## config.mk

```make
export PLATFORM = sky130hd
export DESIGN_NAME = freelist_flat
export DESIGN_NICKNAME = d
export VERILOG_FILES = /design/src/rtl/freelist_pkg.sv /design/src/rtl/freelist_if.sv /design/src/rtl/freelist.sv /design/src/flat_wrapper.sv
export SDC_FILE = /design/constraint.sdc
export NUM_CORES = 1
export LEC_CHECK = 0
export CAP_MARGIN = 20
export CORE_UTILIZATION = 34
export CTS_CLUSTER_DIAMETER = 120
export DETAILED_ROUTE_END_ITERATION = 6
export PLACE_DENSITY = 0.47
export SKIP_LAST_GASP = 1
export SYNTH_ARGS = -nofsm -noshare
export SYNTH_HDL_FRONTEND = slang
export SYNTH_SLANG_ARGS = --single-unit
```

## constraint.sdc

```tcl
create_clock -name clock -period 3.8 [get_ports clock]
set_clock_uncertainty 0.05 [all_clocks]
set_input_delay 0.57 -clock clock [delete_from_list [all_inputs] [get_ports clock]]
set_output_delay 0.57 -clock clock [all_outputs]
set_load 0.02 [all_outputs]
```

## src/rtl/freelist_pkg.sv

```systemverilog
// ----------------------------------------------------------------------------
// freelist_pkg
// Shared sizing and types for the rename-stage physical-register free list.
//   FL_SIZE      : number of free-list entries (physical regs beyond the
//                  32 architectural ones)
//   FL_SIZE_LOG  : log2(FL_SIZE)
//   ARCH_REGS    : architectural register count; preg ids start here
//   PREG_W       : width of a physical register id (PREG_RANGE)
//   flPtr_t      : {flag, idx} ring pointer; the flag tells a full ring
//                  from an empty one when the indices match
//   flPtrAdd     : pointer + n, wrapping modulo 2*FL_SIZE
// ----------------------------------------------------------------------------
package freelist_pkg;

    localparam int FL_SIZE     = 32;
    localparam int FL_SIZE_LOG = 5;
    localparam int ARCH_REGS   = 32;
    localparam int PREG_W      = $clog2(FL_SIZE + ARCH_REGS);

    typedef logic [PREG_W-1:0]      preg_t;
    typedef logic [FL_SIZE_LOG:0]   flCount_t;

    typedef struct packed {
        logic                   flag;
        logic [FL_SIZE_LOG-1:0] idx;
    } flPtr_t;

    // Adding in the full {flag, idx} width makes the index carry roll
    // straight into the flag, which is exactly the mod 2*FL_SIZE wrap.
    function automatic flPtr_t flPtrAdd(input flPtr_t ptr, input logic [1:0] n);
        logic [FL_SIZE_LOG:0] sum;
        sum = ptr + {{(FL_SIZE_LOG-1){1'b0}}, n};
        return sum;
    endfunction

endpackage

```

## src/rtl/freelist_if.sv

```systemverilog
// ----------------------------------------------------------------------------
// freelist_if
// Bundles the rename allocation port, the two ROB commit slots, the redirect
// and the free count between the free list and its neighbours.
//   master : rename/ROB side (drives requests, commits, redirect)
//   slave  : free list (drives alloc_ready, alloc prds, free_count)
// ----------------------------------------------------------------------------
interface freelist_if;
    import freelist_pkg::*;

    logic     alloc0_req;
    logic     alloc1_req;
    logic     alloc_ready;
    preg_t    alloc0_prd;
    preg_t    alloc1_prd;

    logic     commits0_valid;
    logic     commits0_need_free;
    preg_t    commits0_old_prd;
    logic     commits1_valid;
    logic     commits1_need_free;
    preg_t    commits1_old_prd;

    logic     redirect_valid;
    flCount_t free_count;

    modport master (
        output alloc0_req, alloc1_req,
        output commits0_valid, commits0_need_free, commits0_old_prd,
        output commits1_valid, commits1_need_free, commits1_old_prd,
        output redirect_valid,
        input  alloc_ready, alloc0_prd, alloc1_prd, free_count
    );

    modport slave (
        input  alloc0_req, alloc1_req,
        input  commits0_valid, commits0_need_free, commits0_old_prd,
        input  commits1_valid, commits1_need_free, commits1_old_prd,
        input  redirect_valid,
        output alloc_ready, alloc0_prd, alloc1_prd, free_count
    );

endinterface

```

## src/rtl/freelist.sv

```systemverilog
// ----------------------------------------------------------------------------
// freelist
// Physical-register free list for rename. Hands out up to two free pregs per
// cycle, reclaims up to two old pregs per cycle from ROB commit, and on a
// redirect rolls the speculative head back to the committed head.
//   clock   : single clock
//   reset_n : asynchronous active-low reset (list returns to full, 32..63)
//   fl      : freelist_if.slave (alloc, commit, redirect, free_count)
// ----------------------------------------------------------------------------
module freelist
    import freelist_pkg::*;
(
    input logic       clock,
    input logic       reset_n,
    freelist_if.slave fl
);

    flPtr_t   specHead_q, specHead_d;
    flPtr_t   archHead_q, archHead_d;
    flPtr_t   tail_q,     tail_d;
    flPtr_t   allocPtr1;
    flPtr_t   tailPlus1;

    preg_t    entries_q [FL_SIZE];

    flCount_t freeCount;
    logic     allocReady;
    logic     fire0, fire1;
    logic     reclaim0, reclaim1;
    logic [1:0] allocCnt, reclaimCnt;

    logic     firstWe, secondWe;
    preg_t    firstData, secondData;
    logic [FL_SIZE-1:0] entryWeFirst, entryWeSecond;

    // Allocation side. Occupancy comes only from registered pointers, so a
    // preg reclaimed this cycle cannot be handed out until the next one.
    // Redirect blocks allocation outright, and we insist on room for two
    // regardless of how many requests are up so rename can stall simply.
    // instr1 reads head+alloc0_req, so a lone instr1 request gets the head.
    always_comb begin
        freeCount  = tail_q - specHead_q;
        allocReady = (freeCount >= flCount_t'(2)) && !fl.redirect_valid;
        fire0      = fl.alloc0_req && allocReady;
        fire1      = fl.alloc1_req && allocReady;
        allocCnt   = {1'b0, fire0} + {1'b0, fire1};
        allocPtr1  = flPtrAdd(specHead_q, {1'b0, fl.alloc0_req});
    end

    assign fl.alloc_ready = allocReady;
    assign fl.free_count  = freeCount;
    assign fl.alloc0_prd  = entries_q[specHead_q.idx];
    assign fl.alloc1_prd  = entries_q[allocPtr1.idx];

    // Reclaim side. Only slots that actually allocated a prd return one,
    // and they are packed in slot order so a lone slot 1 still writes at
    // tail. The committed head moves in lockstep with the tail.
    always_comb begin
        reclaim0   = fl.commits0_valid && fl.commits0_need_free;
        reclaim1   = fl.commits1_valid && fl.commits1_need_free;
        reclaimCnt = {1'b0, reclaim0} + {1'b0, reclaim1};
        firstWe    = reclaim0 || reclaim1;
        firstData  = reclaim0 ? fl.commits0_old_prd : fl.commits1_old_prd;
        secondWe   = reclaim0 && reclaim1;
        secondData = fl.commits1_old_prd;
        tailPlus1  = flPtrAdd(tail_q, 2'd1);
    end

    // Next-state pointers. Redirect snaps the speculative head to the
    // committed head including this cycle's commits, discarding every
    // allocation not yet covered by a committed instruction.
    always_comb begin
        archHead_d = flPtrAdd(archHead_q, reclaimCnt);
        tail_d     = flPtrAdd(tail_q, reclaimCnt);
        specHead_d = fl.redirect_valid ? archHead_d
                                       : flPtrAdd(specHead_q, allocCnt);
    end

    // One-hot per-entry write enables. The two write slots always land on
    // distinct consecutive entries, so the decodes never overlap.
    always_comb begin
        entryWeFirst  = '0;
        entryWeSecond = '0;
        for (int i = 0; i < FL_SIZE; i++) begin
            entryWeFirst[i]  = firstWe  && (tail_q.idx    == FL_SIZE_LOG'(i));
            entryWeSecond[i] = secondWe && (tailPlus1.idx == FL_SIZE_LOG'(i));
        end
    end

    // Pointer registers, no enable: they reload their next value every
    // cycle. Reset leaves the list full (tail one lap ahead of the heads).
    always_ff @(posedge clock or negedge reset_n) begin
        if (!reset_n) begin
            specHead_q <= '{flag: 1'b0, idx: '0};
            archHead_q <= '{flag: 1'b0, idx: '0};
            tail_q     <= '{flag: 1'b1, idx: '0};
        end else begin
            specHead_q <= specHead_d;
            archHead_q <= archHead_d;
            tail_q     <= tail_d;
        end
    end

    // Entry storage. Reset seeds entry i with preg ARCH_REGS+i so every
    // non-architectural preg starts out free.
    always_ff @(posedge clock or negedge reset_n) begin
        if (!reset_n) begin
            for (int i = 0; i < FL_SIZE; i++) begin
                entries_q[i] <= preg_t'(ARCH_REGS + i);
            end
        end else begin
            for (int i = 0; i < FL_SIZE; i++) begin
                if (entryWeFirst[i]) begin
                    entries_q[i] <= firstData;
                end else if (entryWeSecond[i]) begin
                    entries_q[i] <= secondData;
                end
            end
        end
    end

endmodule

```

## src/flat_wrapper.sv

```systemverilog
// flat-port wrapper written by rule: the top's interface ports become plain ports
module freelist_flat import freelist_pkg::*;
  (clock, reset_n, fl_alloc0_req, fl_alloc1_req, fl_commits0_valid, fl_commits0_need_free, fl_commits0_old_prd, fl_commits1_valid, fl_commits1_need_free, fl_commits1_old_prd, fl_redirect_valid, fl_alloc_ready, fl_alloc0_prd, fl_alloc1_prd, fl_free_count);
  freelist_if fl_i ();
  input logic clock;
  input logic reset_n;
  input wire logic [$bits(fl_i.alloc0_req)-1:0] fl_alloc0_req;
  input wire logic [$bits(fl_i.alloc1_req)-1:0] fl_alloc1_req;
  input wire logic [$bits(fl_i.commits0_valid)-1:0] fl_commits0_valid;
  input wire logic [$bits(fl_i.commits0_need_free)-1:0] fl_commits0_need_free;
  input wire logic [$bits(fl_i.commits0_old_prd)-1:0] fl_commits0_old_prd;
  input wire logic [$bits(fl_i.commits1_valid)-1:0] fl_commits1_valid;
  input wire logic [$bits(fl_i.commits1_need_free)-1:0] fl_commits1_need_free;
  input wire logic [$bits(fl_i.commits1_old_prd)-1:0] fl_commits1_old_prd;
  input wire logic [$bits(fl_i.redirect_valid)-1:0] fl_redirect_valid;
  output wire logic [$bits(fl_i.alloc_ready)-1:0] fl_alloc_ready;
  output wire logic [$bits(fl_i.alloc0_prd)-1:0] fl_alloc0_prd;
  output wire logic [$bits(fl_i.alloc1_prd)-1:0] fl_alloc1_prd;
  output wire logic [$bits(fl_i.free_count)-1:0] fl_free_count;
  assign fl_i.alloc0_req = fl_alloc0_req;
  assign fl_i.alloc1_req = fl_alloc1_req;
  assign fl_i.commits0_valid = fl_commits0_valid;
  assign fl_i.commits0_need_free = fl_commits0_need_free;
  assign fl_i.commits0_old_prd = fl_commits0_old_prd;
  assign fl_i.commits1_valid = fl_commits1_valid;
  assign fl_i.commits1_need_free = fl_commits1_need_free;
  assign fl_i.commits1_old_prd = fl_commits1_old_prd;
  assign fl_i.redirect_valid = fl_redirect_valid;
  assign fl_alloc_ready = fl_i.alloc_ready;
  assign fl_alloc0_prd = fl_i.alloc0_prd;
  assign fl_alloc1_prd = fl_i.alloc1_prd;
  assign fl_free_count = fl_i.free_count;
  freelist u_core (.clock(clock), .reset_n(reset_n), .fl(fl_i));
endmodule
```

Word-level counts from Yosys, hierarchy flattened
Index checks and enable logic that the tools add are counted.
{"block": "totals", "wordCells": 291, "ff_bits": 210, "input_bits": 21, "out_inout_bits": 19}
{"block": "op_classes", "muxes": 72, "n_lt_le_gt_ge": 3, "bitwise_logic": 2, "eq_ne": 62, "n_reduce_logical": 106, "n_addsub": 8}
{"cell": "$mux W6", "count": 70}
{"cell": "$eq A5 B5 Y1 const B", "count": 32}
{"cell": "$eq A5 B4 Y1 const B", "count": 16}
{"cell": "$logic_and A1 B1 Y1", "count": 70}
{"cell": "$reduce_bool A2 Y1", "count": 32}
{"cell": "$bmux W6 S5", "count": 2}
{"cell": "$eq A5 B3 Y1 const B", "count": 8}
{"cell": "$eq A5 B2 Y1 const B", "count": 4}
{"cell": "$add A6 B2 Y6", "count": 3}
{"cell": "$ge A6 B6 Y1 const B", "count": 2}
{"cell": "$not A5 Y6", "count": 2}
{"cell": "$eq A5 B1 Y1 const B", "count": 2}
{"cell": "$logic_not A5 Y1", "count": 2}
{"cell": "$ge A6 B2 Y1 const B", "count": 1}
{"cell": "$sub A6 B6 Y6", "count": 1}
{"cell": "$add A5 B1 Y5", "count": 1}
{"cell": "$add A5 B1 Y5 const B", "count": 1}
{"cell": "$add A1 B1 Y2", "count": 2}
{"cell": "$logic_not A1 Y1", "count": 1}
{"cell": "$logic_or A1 B1 Y1", "count": 1}

Longest topological paths before layout
{"block": "depth", "word_depth": 7, "mapped_depth": 17, "mapped_depth_nobuf": 15}

Least setup slack after synthesis
OpenSTA, ideal clock, no wires.
{"block": "synth_timing", "path_type": "reg-to-reg", "from": "register u_core.specHead_q[1] in the netlist's numbering", "to": "register u_core.specHead_q[4] in the netlist's numbering", "stages_incl_launch_ff": 18, "arrival_time_ps": 3942, "period_less_slack_ps": 4117, "setup_slack_ps": -317, "setup_ps": 125, "path_buffers": 4, "required_ps": 3625, "path_cell_list": "dfrtp_1 buf_2 buf_2 buf_2 buf_2 inv_1 fa_1 a21o_1 a21oi_1 xnor2_1 or4_1 o21ai_0 fa_1 inv_1 ha_1 nand3_1 xnor2_1 mux2_2"}
{"element": "start, declared", "line_no": "freelist.sv:18", "text": "flPtr_t specHead_q, specHead_d;"}
{"element": "start signal, assigned", "line_no": "freelist.sv:94", "text": "specHead_q <= '{flag: 1'b0, idx: '0};"}
{"element": "start signal, assigned", "line_no": "freelist.sv:98", "text": "specHead_q <= specHead_d;"}

Worst setup path after layout
{"block": "layout_timing", "from": "register u_core.specHead_q[0] in the netlist's numbering", "to": "output fl_alloc1_prd[1]"}
{"block": "layout_between", "elab_chain_cells": 5}
{"element": "$add A5 B1 Y5", "line_no": "freelist_pkg.sv:32", "text": "sum = ptr + {{(FL_SIZE_LOG-1){1'b0}}, n};"}
{"element": "$not A5 Y6 (not written as such)", "line_no": "freelist.sv:53", "text": "assign fl.alloc1_prd = entries_q[allocPtr1.idx];"}
{"element": "$bmux W6 S5", "line_no": "freelist.sv:53"}
{"element": "$mux W6 (not written as such) (2 in a row)", "line_no": "freelist.sv:53"}
{"element": "end, declared", "line_no": "flat_wrapper.sv:18", "text": "output wire logic [$bits(fl_i.alloc1_prd)-1:0] fl_alloc1_prd;"}
No other way between the ends. The select of a mux whose other input is x is not followed.

==> PnR_summary.wiki <==
{| class="wikitable"
! Metric !! Value
|-
| Worst-case setup slack after placement || -0.346 ns
|-
| Worst max-slew margin expressed relative to the limit || 0.236
|-
| Post-synth ARST share || 1.00
|-
| Per-cell via count in the routed design || roughly 5.8
|-
| Status || complete, but fails checks
|-
| Total DRC errors in the routed layout || 0
|-
| Global routing usage on met2 || 0.385
|-
| Pin count of the biggest net entering global routing || 80
|-
| Crit Reg-Reg Endpoint || u_core.specHead_q[4]
|-
| Netlist area before placement || approximately 14000 µm²
|-
| Synthesis-to-layout area growth || 16.6%
|-
| Initial antenna violation count || 1
|-
| Pwr per Cell Area || ~960 nW/µm²
|-
| Total number of yosys warnings || 0
|-
| Die area || approximately 43000 µm²
|-
| Actual transition at the worst max-transition pin || between 1 and 1.5 ns
|-
| Overflow left after global routing || 0
|-
| Peak VDD IR || between 400 and 500 µV
|-
| Per-instance average area after synthesis || ~10 µm²
|-
| Number of cells traversed by the worst register-to-register path || 15
|-
| Cell with the largest stage delay on the worst path || dfrtp_2
|-
| Weighted congestion reported at the end of routability-driven placement || 0.950
|-
| Classification of the worst setup path || flip-flop to output pin
|-
| Period minus WS final || 3.82 ns
|-
| Leading post-synthesis cells by cell area || dfstp_2 21%, dfrtp_1 17%, mux2_2 11%
|-
| Core footprint || ~42000 µm²
|-
| Critical Path Source Type || flip-flop
|-
| Final Hold Viols || 0
|-
| Initial Utilization || 0.344
|-
| Proportion of netlist area held by the largest area contributor || 0.205
|-
| Worst hold slack || roughly 0.42 ns
|-
| Dpl hpwl || 37400 µm
|-
| Required time at the endpoint of the critical path || 3.18 ns
|-
| Inserted Clock Buffers || 27
|-
| Number of detailed-routing iterations run before antenna repair || 5
|-
| # fillers || between 4000 and 5000
|-
| Number of DRC violations after detailed-routing iteration 0 || 1040
|-
| Timing-limited maximum frequency || approximately 260 MHz
|-
| First-pass GRT wire length || 77500 µm
|-
| CTS max path bufs || 3
|-
| Clock tree root buffer cell || clkbuf_16
|-
| IO Pins || 40
|-
| Register clock-pin slew on the reported worst setup and hold paths || 0.06 ns
|-
| Violated checks || setup timing
|-
| Number of enable flip-flop cells after synthesis || 0
|-
| Proportion of layout cells with a drive suffix above 1 || 0.364
|-
| Main flop type after synthesis || dfstp_2
|-
| Count of unique library cells instantiated by Yosys || 62
|-
| Total leakage power || between 7 and 8 nW
|-
| Mean routed wirelength per cell || around 26 µm
|-
| Met3 capacity usage during global routing || 0.0331
|-
| Final Net Count || around 1500
|-
| Beginning of the critical path || u_core.specHead_q[0]
|-
| CTS tree || built
|-
| End point of the critical path || fl_alloc1_prd[1]
|-
| Std cell rows || 75
|-
| Layer with the highest usage after global routing || met2
|-
| Longest individual stage delay on the worst path || approximately 0.43 ns
|-
| Fraction of met1 tracks used by global routing || 0.340
|-
| Unrepaired setup endpoints after global routing || yes
|-
| Diodes inserted || 0
|-
| Post-synthesis cell count || 1377
|-
| CTS H-tree lvls || 1
|-
| Vias in the first global route || roughly 11000
|-
| Routed via count || 11300
|-
| Number of buffer cells added on primary ports || 39
|-
| Die W || 208 µm
|-
| Final number of max-transition violations || 0
|-
| Setup slack of the worst register-to-register path || slightly below 0.4 ns
|-
| CP Cell Sequence || buf_12 > ha_4 > ha_2 > buf_12 > mux4_2 > mux2_2 > o22ai_1 > a221oi_1 > buf_4 > dlygate4sd2_1
|-
| Height of the die || between 200 and 250 µm
|-
| Cell repeated most along the worst path || buf_12
|-
| Biggest area consumer among synthesized cells || dfstp_2
|-
| Antenna-violating nets left || 0
|-
| Period utilization || 1.01
|-
| Critical R2R Launch || u_core.tail_q[0]
|-
| Skew-Pair Late Insertion Delay || 0.56 ns
|-
| Class of the tightest hold or removal check || flip-flop to flip-flop
|-
| All-Layer GR Usage || 0.242
|-
| Endpoint class of the critical path || output pin
|-
| Sinks on the clock net || 210
|-
| Post-route setup slack || -0.0206 ns
|-
| Max Fanout on Critical Path || 13
|-
| Synth Net Count || roughly 1400
|-
| Setup-failing EPs final || 3
|-
| Number of max-cap violations || 0
|-
| Seq/Total Area, Yosys || 0.373
|-
| Post-detailed-routing wire length || around 52000 µm
|-
| Synth Register Bits || 210
|-
| Worst Path Arrival || between 3 and 4 ns
|}
==> sequential cells by signal, indices dropped and copies added (netlist names) <==
signal	count
u_core.archHead_q	6
u_core.specHead_q	6
u_core.entries_q	192
u_core.tail_q	6
==> layout make-up <==
| class | count | area (µm²) | area share |
|---|---|---|---|
| flip-flops and latches | 210 | 5400 | 0.321 |
| well taps | 539 | 674 | 0.0400 |
| clock buffers | 36 | 759 | 0.0451 |
| repair buffers | 126 | 1230 | 0.0730 |
| multi-input cells | 1028 | 8550 | 0.508 |
| inverters | 19 | 71.3 | 0.00423 |
| clock inverters | 14 | 160 | 0.00950 |
==> per-layer routing <==
metal  share of wire  routed length [µm]  vias up
met5               0                   0        -
met3           0.061                3180       91
met1            0.45               23300     5754
met2            0.46               24100      424
li1                -                   -     5070
met4           0.031                1630        0
==> what timing repair did <==
item / CTS / global route
pin swaps: 0 / 1
gates resized for setup: 22 / 22
endpoints found under the hold margin: 38 / 0
hold buffers: 1 / 0
buffers inserted: 1 / 1
setup endpoints to repair: 13 / 10
cloned: 1 / 0
==> cell usage in the layout, fill, tap and decap left out, types with 24 or more instances in the layout <==
cell,n
a21oi_1,125
nand2_1,151
nor2_1,127
dfrtp_1,95
o21ai_0,94
mux4_2,64
clkbuf_16,27
mux2_2,141
dfstp_2,113
clkdlybuf4s50_1,24
mux2i_1,110
buf_4,69
nand3_1,32
==> through the flow <==
stage / util / area (µm²) / std cells / total power [mW] / setup TNS, ns
detailed placement: 0.376 / 15800 / 1918 / 13.1 / -1.91
floorplan: - / 14500 / 1377 / 9.86 / 0
CTS: 0.400 / 16800 / 1971 / 15.9 / -0.316
finish: 0.402 / 16900 / 1972 / 16.1 / -0.0319
global route: 0.402 / 16900 / 1972 / 16.9 / -0.401
global placement: 0.376 / 15800 / 1918 / 13.1 / -1.68
==> Yosys cell counts, types with 3 or more instances <==
| cell | count |
|---|---|
| buf_2 | 35 |
| nor2b_1 | 8 |
| dfstp_2 | 113 |
| o22ai_1 | 8 |
| or2_2 | 4 |
| o21ai_0 | 96 |
| and2_1 | 6 |
| nand3_1 | 32 |
| a22oi_1 | 12 |
| nor2_1 | 127 |
| mux4_1 | 14 |
| xnor2_1 | 10 |
| and3_1 | 3 |
| nor2_2 | 3 |
| mux4_2 | 64 |
| buf_4 | 6 |
| a21oi_1 | 126 |
| mux2_2 | 141 |
| fa_1 | 4 |
| inv_1 | 16 |
| buf_1 | 7 |
| clkbuf_1 | 65 |
| a221oi_1 | 6 |
| mux2_1 | 3 |
| o21bai_2 | 8 |
| nor4_4 | 3 |
| nand2_1 | 151 |
| o21ai_1 | 4 |
| buf_6 | 6 |
| xor2_1 | 7 |
| mux2i_1 | 123 |
| o31ai_4 | 3 |
| a21o_1 | 4 |
| dfrtp_1 | 97 |
| ha_1 | 16 |
| nand2b_1 | 5 |
| o21ai_2 | 8 |
==> worst min path at each step <==
stage / startpoint / end / slack, ns / cells past startpoint
floorplan: reset_n / u_core.archHead_q[0] / 0.22 / 0
global placement: u_core.archHead_q[5] / u_core.archHead_q[5] / 0.41 / 1
detailed placement: u_core.archHead_q[5] / u_core.archHead_q[5] / 0.41 / 1
CTS: u_core.archHead_q[5] / u_core.archHead_q[5] / 0.42 / 1
global route: u_core.archHead_q[5] / u_core.archHead_q[5] / 0.44 / 1
finish: u_core.archHead_q[5] / u_core.archHead_q[5] / 0.42 / 1
==> logic make-up after synthesis <==
| family | Yosys count | synth area share |
|---|---|---|
| adder cells (fa/ha/maj) | 20 | 0.0194 |
| flip-flops | 210 | 0.373 |
| AND/OR/NAND/NOR | 360 | 0.113 |
| multiplexers | 345 | 0.323 |
| buffers and inverters | 139 | 0.0446 |
| AO/OA/AOI/OAI | 286 | 0.116 |
| XOR/XNOR | 17 | 0.0103 |
==> power breakdown <==
group          switching [mW]  internal [mW]  leakage [nW]  total [mW]
sequential               1.23           3.66          2.40        4.89
combinational            4.27           4.28          4.27        8.55
clock                    1.08           1.61         0.449        2.69
total                    6.58           9.55          7.12        16.1
==> worst max-delay path, delay by kind of cell, from the launching register on <==
kind                     cells  cell delay, ns
AO/OA/AOI/OAI                2            0.29
multiplexers                 2            0.59
buffers and inverters        4            0.79
adder cells (fa/ha/maj)      2            0.53
flip-flops                   1            0.43
Power figures use the tool's default switching activity.
